<file path="src/rtl/trace_frontend_mux.sv">
// Trace-port front end: registers TRACEDATA/userio pins, remaps lanes per board revision,
// handles port width / lane reversal / SWO selection, reconfiguration flush, activity and heartbeat.
module trace_frontend_mux #(
  parameter int unsigned pTRACE_WIDTH    = 4,
  parameter int unsigned pUSERIO_WIDTH   = 4,
  parameter int unsigned pFLUSH_CYCLES   = 4,
  parameter int unsigned pSTRETCH_BITS   = 16,
  parameter int unsigned pHEARTBEAT_BITS = 23
) (
  input  logic                     trace_clk,
  input  logic                     reset,
  input  logic [pTRACE_WIDTH-1:0]  I_tracedata,
  input  logic [pUSERIO_WIDTH-1:0] I_userio_d,
  input  logic [3:0]               I_board_rev,
  input  logic                     I_reverse,
  input  logic [1:0]               I_port_width,
  input  logic                     I_cfg_load,
  output logic [pTRACE_WIDTH-1:0]  O_trace_data,
  output logic                     O_swo,
  output logic                     O_valid,
  output logic                     O_cfg_busy,
  output logic                     O_activity,
  output logic                     O_heartbeat
);

  localparam int unsigned FlushBits = $clog2(pFLUSH_CYCLES + 1);
  localparam logic [FlushBits-1:0] FlushInit = FlushBits'(pFLUSH_CYCLES);
  localparam logic [3:0] RevSwapped   = 4'd3;
  localparam logic [3:0] RevDefault   = 4'd4;
  localparam logic [1:0] WidthDefault = 2'd2;

  // Shadow configuration
  logic [3:0] rev_q;
  logic       reverse_q;
  logic [1:0] width_q;

  // Pipeline
  logic [pTRACE_WIDTH-1:0] s1_td_q;
  logic [pTRACE_WIDTH-1:0] s1_prev_q;
  logic [2:0]              u_meta_q;
  logic [2:0]              u_sync_q;
  logic [pTRACE_WIDTH-1:0] trace_data_q;
  logic                    swo_q;

  // Counters and status
  logic [FlushBits-1:0]       flush_cnt_q;
  logic                       valid_q;
  logic [pSTRETCH_BITS-1:0]   stretch_q;
  logic                       activity_q;
  logic [pHEARTBEAT_BITS-1:0] hb_q;

  // Combinational
  logic [pTRACE_WIDTH-1:0] lane_mask;
  logic [pTRACE_WIDTH-1:0] lanes_map;
  logic [pTRACE_WIDTH-1:0] lanes_rev;
  logic [pTRACE_WIDTH-1:0] lanes_out;
  logic [pTRACE_WIDTH-1:0] toggles;
  logic                    swo_sel;
  logic                    userio_unused;

  // Only userio[3:1] are consumed; bit 0 and any extra header pins are spare.
  assign userio_unused = ^I_userio_d;

  always_ff @(posedge trace_clk) begin
    if (reset) begin
      rev_q     <= RevDefault;
      reverse_q <= 1'b0;
      width_q   <= WidthDefault;
    end else if (I_cfg_load) begin
      rev_q     <= I_board_rev;
      reverse_q <= I_reverse;
      width_q   <= I_port_width;
    end
  end

  // Width code 3 is reserved and behaves as two lanes.
  always_comb begin
    lane_mask = '0;
    case (width_q)
      2'd0:    lane_mask[0]   = 1'b1;
      2'd2:    lane_mask[3:0] = 4'hF;
      default: lane_mask[1:0] = 2'b11;
    endcase
  end

  always_comb begin
    lanes_map = s1_td_q;
    if (rev_q == RevSwapped) begin
      lanes_map[3:0] = {s1_td_q[3], s1_td_q[1], s1_td_q[2], u_sync_q[2]};
    end
    lanes_rev = lanes_map;
    if (reverse_q) begin
      case (width_q)
        2'd0:    lanes_rev = lanes_map;
        2'd2:    lanes_rev[3:0] = {lanes_map[0], lanes_map[1], lanes_map[2], lanes_map[3]};
        default: lanes_rev[1:0] = {lanes_map[0], lanes_map[1]};
      endcase
    end
    lanes_out = lanes_rev & lane_mask;
  end

  assign swo_sel = (rev_q == RevSwapped) ? u_sync_q[0] : u_sync_q[1];
  assign toggles = (s1_td_q ^ s1_prev_q) & lane_mask;

  always_ff @(posedge trace_clk) begin
    if (reset) begin
      s1_td_q      <= '0;
      s1_prev_q    <= '0;
      u_meta_q     <= '0;
      u_sync_q     <= '0;
      trace_data_q <= '0;
      swo_q        <= 1'b0;
    end else begin
      s1_td_q      <= I_tracedata;
      s1_prev_q    <= s1_td_q;
      u_meta_q     <= I_userio_d[3:1];
      u_sync_q     <= u_meta_q;
      trace_data_q <= lanes_out;
      swo_q        <= swo_sel;
    end
  end

  // A load always restarts the flush, even when it lands on the final decrement.
  always_ff @(posedge trace_clk) begin
    if (reset) begin
      flush_cnt_q <= FlushInit;
      valid_q     <= 1'b0;
    end else if (I_cfg_load) begin
      flush_cnt_q <= FlushInit;
      valid_q     <= 1'b0;
    end else if (flush_cnt_q != '0) begin
      flush_cnt_q <= flush_cnt_q - FlushBits'(1);
      if (flush_cnt_q == FlushBits'(1)) begin
        valid_q <= 1'b1;
      end
    end
  end

  always_ff @(posedge trace_clk) begin
    if (reset) begin
      stretch_q  <= '0;
      activity_q <= 1'b0;
    end else begin
      if (|toggles) begin
        stretch_q <= '1;
      end else if (stretch_q != '0) begin
        stretch_q <= stretch_q - pSTRETCH_BITS'(1);
      end
      activity_q <= (stretch_q != '0);
    end
  end

  always_ff @(posedge trace_clk) begin
    if (reset) begin
      hb_q <= '0;
    end else begin
      hb_q <= hb_q + pHEARTBEAT_BITS'(1);
    end
  end

  assign O_trace_data = trace_data_q;
  assign O_swo        = swo_q;
  assign O_valid      = valid_q;
  assign O_cfg_busy   = ~valid_q;
  assign O_activity   = activity_q;
  assign O_heartbeat  = hb_q[pHEARTBEAT_BITS-1];

endmodule

</file>
<file path="config.mk">
export PLATFORM = sky130hd
export DESIGN_NAME = trace_frontend_mux
export DESIGN_NICKNAME = d
export VERILOG_FILES = /design/src/rtl/trace_frontend_mux.sv
export SDC_FILE = /design/constraint.sdc
export NUM_CORES = 1
export LEC_CHECK = 0
export CORE_MARGIN = 4
export CORE_UTILIZATION = 25
export DETAILED_ROUTE_END_ITERATION = 16
export GPL_ROUTABILITY_DRIVEN = 0
export PLACE_DENSITY = 0.52
export SLEW_MARGIN = 20
export SYNTH_ARGS = -nofsm -noshare
export SYNTH_HDL_FRONTEND = slang
export SYNTH_SLANG_ARGS = --single-unit
</file>
<file path="constraint.sdc">
create_clock -name trace_clk -period 4.5 [get_ports trace_clk]
set_input_delay 0.9 -clock trace_clk [delete_from_list [all_inputs] [get_ports trace_clk]]
set_output_delay 0.9 -clock trace_clk [all_outputs]
set_load 0.1 [all_outputs]
</file>
Yosys cells after proc, flatten, opt, wreduce, memory -nomap -nowiden
Cells that the tools add are included.

storage, ports and cells
  bits in registers = 70
  bits of input ports = 18
  output and inout port bits = 9
  logic and storage cells = 40

cells by class
  add/sub/neg operators = 3
  equality and inequality tests = 3
  multiplexer cells = 9
  bitwise operators = 4
  reduce and logical (&&, ||, !) cells = 7

operators with widths
  operator                 count
  $mux W16                 2
  $add A23 B1 Y23 const B  1
  $reduce_bool A16 Y1      1
  $sub A16 B1 Y16 const B  1
  $and A4 B4 Y4            2
  $eq A4 B2 Y1 const B     1
  $mux W2                  2
  $mux W4                  1
  $pmux W2 S2              1
  $reduce_or A4 Y1         1
  $xor A4 B4 Y4            1
  $eq A3 B1 Y1 const B     1
  $mux W3                  1
  $reduce_bool A3 Y1       1
  $sub A3 B1 Y3 const B    1
  $eq A2 B2 Y1 const B     1
  $logic_not A2 Y1         1
  $mux W1                  2
  $reduce_and A2 Y1        1
  $reduce_bool A2 Y1       1
  $reduce_or A2 Y1         1
  $not A1 Y1               1

Logic depth before layout (Yosys ltp)
  depth after elaboration = 5
  mapped depth = 6
  mapped depth without buffers = 6

Worst setup path before layout
No wires, ideal clock.

  path kind = register to output
  from = register valid_q (netlist: O_valid)
  to = output O_cfg_busy
  arrival = 1.633 ns
  data required time = 3.600 ns
  slack = 1.967 ns
  stages on the path, launching flop included = 2
  buffers on the path = 0
  cells stage by stage = dfxtp_1 inv_1

between the ends
  word-level cells in the longest chain between the ends = 1

RTL lines
  element                   RTL line  RTL
  start: declaration        47        logic valid_q;
  start signal: assignment  127       valid_q <= 1'b0;
  start signal: assignment  130       valid_q <= 1'b0;
  start signal: assignment  134       valid_q <= 1'b1;
  $not A1 Y1                164       assign O_cfg_busy = ~valid_q;
  end: declaration          21        output logic O_cfg_busy,

Every way passes these cells.

Final worst setup path
  from = register valid_q (netlist: O_valid)
  to = output O_valid

RTL lines
  element           RTL line  RTL
  end: declaration  20        output logic O_valid,

No word-level cell between the ends.

==> run metrics <==
status completed; Worst Max-Slew Pin Slew 1.064 ns; Ports 27; CTS root buffer clkbuf_16; clk slew on worst S/H paths 0.05 ns; crit-path max cell delay 1.14 ns; delay-heaviest family, CP buffers and inverters; most frequent cells in the layout dfxtp_1, nor2_1, clkdlybuf4s50_1; R2R Path Start stretch_q[0]$_SDFFE_PP0P_; setup tns final 0 ns; final WL 5931 um; Mapped Area 0.003080 mm^2; CP bufs+invs 1; Die Height 119.0 um; NumNets Final 376; vias in the first global route 2,269; Die Wd 119.0 um; total number of vias 2,358; clock sinks 70; CP startpoint kind flip-flop; Core Box Area 0.01206 mm^2; cell breakdown of the critical path clkdlybuf4s50_1; Worst setup EP type primary output; PortBufs 25; syn nets 350; Worst setup startpoint O_valid$_SDFFE_PP0P_; number of synthesized flops with an enable pin 0; Hold Fails Final Rpt 0; Peak VDD IR 206.4 uV; hold_sp u_meta_q[1]$_SDFF_PP0_; ant diodes 0; maxcap violations 0; Final HPWL DP 3989 um; post-route DRC violation count 0; Worst Path Max Fanout 3; Post-Syn Instances 326; main flop type after synthesis dfxtp_1; Layout area overhead 22.38%; Post CTS Setup Buffer Count 0; fin. max-slew vios 0; CP max-delay cell clkdlybuf4s50_1; leakage 1.307 nW; skew final 0.005192 ns; hold_buf cts 0; sequential share of the synthesized area 45.49%; synth unique cells 47; Crit Path Category flip-flop to primary output; FF+latch count, synth 70; TritonCTS clock tree done; antenna violations before repair 0; Mean Syn Cell Area 9.449 um^2; total grt overflow 0; clock latency on the worst-skew pair 0.33 ns; Syn. warnings 0; drt pass-1 iters 4; TritonCTS Buffers 9; Critical Path RT 3.60 ns; P per Cell Area 391.3 mW/mm^2; Max Fclk 0.3696 GHz; DRT iter0 DRCs 100; initial core utilization 25.54%; Fillers 1,291; die area 0.01416 mm^2; Slew headroom 28.77%; Area after DPL 0.003501 mm^2; share of layout cells above drive strength 1 10.36%; global-route wire length before repair 10,320 um; wire per inst 11.30 um; crit path time final 2.706 ns; Total GRT Usage 8.968%; Longest Clk Path Bufs 2; antenna-violating nets left 0; class of the worst hold path flip-flop to flip-flop; post-DR vias/cell 4.491; RSZ-0062 raised after global routing no; Resized cells post-CTS 0; standard-cell row count 40; fin area 0.003770 mm^2; pin count of the biggest net entering global routing 50; WP data arrival 1.81 ns; Setup Viol. Count Final 0; fraction of registers with async set/reset 0%; Tcrit/Tclk final 60.12%; most common cell after layout, fill and taps aside dfxtp_1; htree depth 3
-- final cells by class --
class                   count  area, um^2  share of cell area, %
flip-flops and latches     70        1401                  37.17
clock inverters             4       22.52                 0.5974
clock buffers              12       246.5                  6.538
well taps                 168       210.2                  5.576
repair buffers             27       260.3                  6.903
multi-input cells         233        1588                  42.12
inverters                  11       41.29                  1.095
-- registers in the layout, indices dropped and copies added, names as in the netlist --
signal        count
rev_q             4
O_swo             1
u_meta_q          3
O_activity        1
width_q           2
s1_prev_q         4
flush_cnt_q       3
hb_q             23
stretch_q        16
O_valid           1
reverse_q         1
O_trace_data      4
s1_td_q           4
u_sync_q          3
-- worst reg2reg max path, cell delays in order, from the launching register on --
cell and delay [ns]:
dfxtp_1 0.35, inv_1 0.07, ha_1 0.23, nor3b_1 0.39, nand4_1 0.38, mux2_2 0.38, a21oi_1 0.13
-- power breakdown --
| group | switching [W] | internal (W) |
|---|---|---|
| logic | 0.0000818 | 0.0000634 |
| clock network | 0.000254 | 0.000385 |
| registers | 0.0000368 | 0.000654 |
-- worst paths after layout --
path	end	slack, ns	depth (start not counted)
setup / recovery	O_valid	1.79	1
hold / removal	u_sync_q[1]$_SDFF_PP0_	0.43	1
setup reg to reg	stretch_q[1]$_SDFFE_PP0P_	2.50	6
hold reg to reg	u_sync_q[1]$_SDFF_PP0_	0.43	1
-- Yosys cell counts, drive strengths merged (7+ instances only) --
library cell,count,area (um^2)
nand3,9,57.56
inv,11,41.29
mux2i,10,100.1
nand4,11,83.83
o21ai,8,40.04
nor4,9,113.9
clkbuf,7,26.28
nor2,32,120.1
dfxtp,70,1401
or3,7,43.79
nor3,12,60.06
a31oi,14,87.58
nor2b,20,125.1
xnor2,13,113.9
nand2,19,71.32
a21oi,11,55.05
-- routing by layer --
| metal | share of wire [%] | global-route usage, % | vias to the layer above |
|---|---|---|---|
| met3 | 3.6 | 3.514 | 12 |
| met1 | 50 | 11.41 | 1097 |
| met5 | 0 | 0 | - |
| li1 | - | - | 1222 |
| met2 | 44 | 13.32 | 27 |
| met4 | 2.2 | 4.127 | 0 |
-- cell families after synthesis --
| group | after synthesis | synth area share (%) |
|---|---|---|
| and+or+nand+nor | 145 | 28.27 |
| DFF | 70 | 45.49 |
| AOI/OAI and AO/OA | 48 | 9.911 |
| buffers and inverters | 23 | 2.965 |
| xor gates and xnor gates | 18 | 5.118 |
| muxes | 16 | 5.808 |
| adders and majority gates | 6 | 2.437 |
-- per-stage QoR --
stage / setup WS (ns) / cells / hold WS, ns / util, % / power [W]
6_report: 1.795 / 525 / 0.4346 / 31.26 / 0.001475
5_1_grt: 1.732 / 525 / 0.4538 / 31.26 / 0.001554
4_1_cts: 1.766 / 525 / 0.4396 / 31.26 / 0.001502
3_5_place_dp: 2.130 / 509 / 0.4268 / 29.02 / 0.0008506
3_3_place_gp: 2.127 / 509 / 0.4191 / 29.02 / 0.0008475
2_1_floorplan: 1.967 / 326 / 0.4138 / - / 0.0008069
(Power assumes the default switching activity.)
==> RTL change, RTL diff (config.mk and constraints unchanged) <==
`pFLUSH_CYCLES`: 4 -> 16.
--- a/src/rtl/trace_frontend_mux.sv
+++ b/src/rtl/trace_frontend_mux.sv
@@ -4,5 +4,5 @@
   parameter int unsigned pTRACE_WIDTH    = 4,
   parameter int unsigned pUSERIO_WIDTH   = 4,
-  parameter int unsigned pFLUSH_CYCLES   = 4,
+  parameter int unsigned pFLUSH_CYCLES   = 16,
   parameter int unsigned pSTRETCH_BITS   = 16,
   parameter int unsigned pHEARTBEAT_BITS = 23
Formal check against the unedited RTL: not equivalent (a bounded check fails within 10 cycles, from zero or initial values and one cycle with reset high).
==> RTL change against the original RTL <==
- routed wire length down 1.9%
- sequential share of layout area grew 0.66 points
- total power rose by 8.9%
- design area grew 1.1%
- first-iteration DRC count decreased by 5.0%
- area after synthesis is 0.41% higher
- sequential cell count is 2 higher
- count of clock-buffer cells in the layout is the same
- largest cell class unchanged
- largest power group is now the clock network
- setup slack worse by 15 ps
- fmax is 0.56% lower
- via count shrank 3.6%
- global-route usage is 0.23 points lower
==> RTL change: results (changes against the original RTL) <==
For the global-route total usage across every layer, the log shows 8.74% (-0.23 points). The run gives 2570 ps (+70 ps) as the worst-case register-to-register setup slack. Counting instances in the post-synthesis netlist gives the leading cell types as sky130_fd_sc_hd__dfxtp_1, sky130_fd_sc_hd__nor2_1, sky130_fd_sc_hd__xnor2_1.

The global-route wire length before repair is 10.1 mm (-1.7%), and the total vias in the final route is 2274 (-3.6%). The pin count of the biggest net entering global routing is 56 (+12%), and the buffer share of cell area is 6.83% (-0.073 points). For the starting DRC count in detailed routing, the log shows 95 (-5.0%).

The detailed placement HPWL is 3.99 mm (about the same). The detailed-route wire length per cell works out to 11.1 µm (-1.3%). The tools report the static leakage power as 0.00133 µW (+2.1%). The sequential power share came out at 44.3% (-2.6 points). In the final layout, the registers with the most flip-flops are hb_q x23, stretch_q x16, flush_cnt_q x5. The number of nets in the final layout was 372 (-1.1%); the net count of the mapped netlist was 349 (-0.29%). For the number of standard cells in the final layout excluding fillers, the log shows 522 (-0.57%).

The share of cells above drive strength 1 was 9.60% (-0.76 points). The synthesized-area fraction occupied by xor and xnor cells was 9.63% (+4.5 points). The run finished with clean final reports. The logs give 229 (-1.7%) for the multi-input combinational cell count and 72 (+2.9%) for the TritonCTS sink count. The inverter count of the layout excluding clock inverters came out at 10 (-1).

The complex-gate fraction of the synthesized area was 9.43% (-0.49 points); the sequential cell area in the final layout was 0.00144 mm² (+2.9%). The clock network area share was 8.34% (+1.2 points); the register area share after synthesis was 46.6% (+1.1 points). Total internal power: 1220 µW (+10%). Final-layout fill cell count: 1254 (-2.9%).
RTL change: cell count changes after synthesis, moves of 6 or more:
| cell | unedited run | this run |
|---|---|---|
| sky130_fd_sc_hd__a21oi_1 | 11 | 21 |
| sky130_fd_sc_hd__a31oi_1 | 14 | 5 |
| sky130_fd_sc_hd__nand4_1 | 10 | 1 |
| sky130_fd_sc_hd__nor2_1 | 32 | 38 |
| sky130_fd_sc_hd__xnor2_1 | 13 | 27 |
RTL change: stage by stage:
stage / util (%) / hold slack (ps) / total power, µW / worst slack (ps) / instance area (µm²)
floorplan: - / 414 / 841 / 1970 / 3090
global placement: 28.9 / 430 / 883 / 2100 / 3490
detailed placement: 28.9 / 428 / 887 / 2100 / 3490
CTS: 31.6 / 442 / 1630 / 1750 / 3810
global route: 31.6 / 466 / 1680 / 1740 / 3810
finish: 31.6 / 437 / 1610 / 1780 / 3810
RTL change: worst paths after layout:
path,startpoint,to,cells past startpoint
worst max-delay path,O_valid$_SDFFE_PP0P_,O_valid,1
worst min-delay path,u_meta_q[0]$_SDFF_PP0_,u_sync_q[0]$_SDFF_PP0_,1
worst max register to register,stretch_q[0]$_SDFFE_PP0P_,stretch_q[1]$_SDFFE_PP0P_,7
worst min register to register,u_meta_q[0]$_SDFF_PP0_,u_sync_q[0]$_SDFF_PP0_,1
RTL change: layer usage:
metal | routed length [µm] | global-route usage (%) | vias up
li1 | - | - | 1171
met1 | 2740 | 10.1 | 1065
met2 | 2810 | 14.8 | 30
met3 | 185 | 3.32 | 8
met4 | 85 | 3.04 | 0
met5 | 0 | 0 | -
RTL change: kinds of logic after synthesis:
family	Yosys count
AO/OA/AOI/OAI	47
AND/OR/NAND/NOR	133
buffers and inverters	25
multiplexers	10
adder cells (fa/ha/maj)	5
flip-flops	72
XOR/XNOR	34
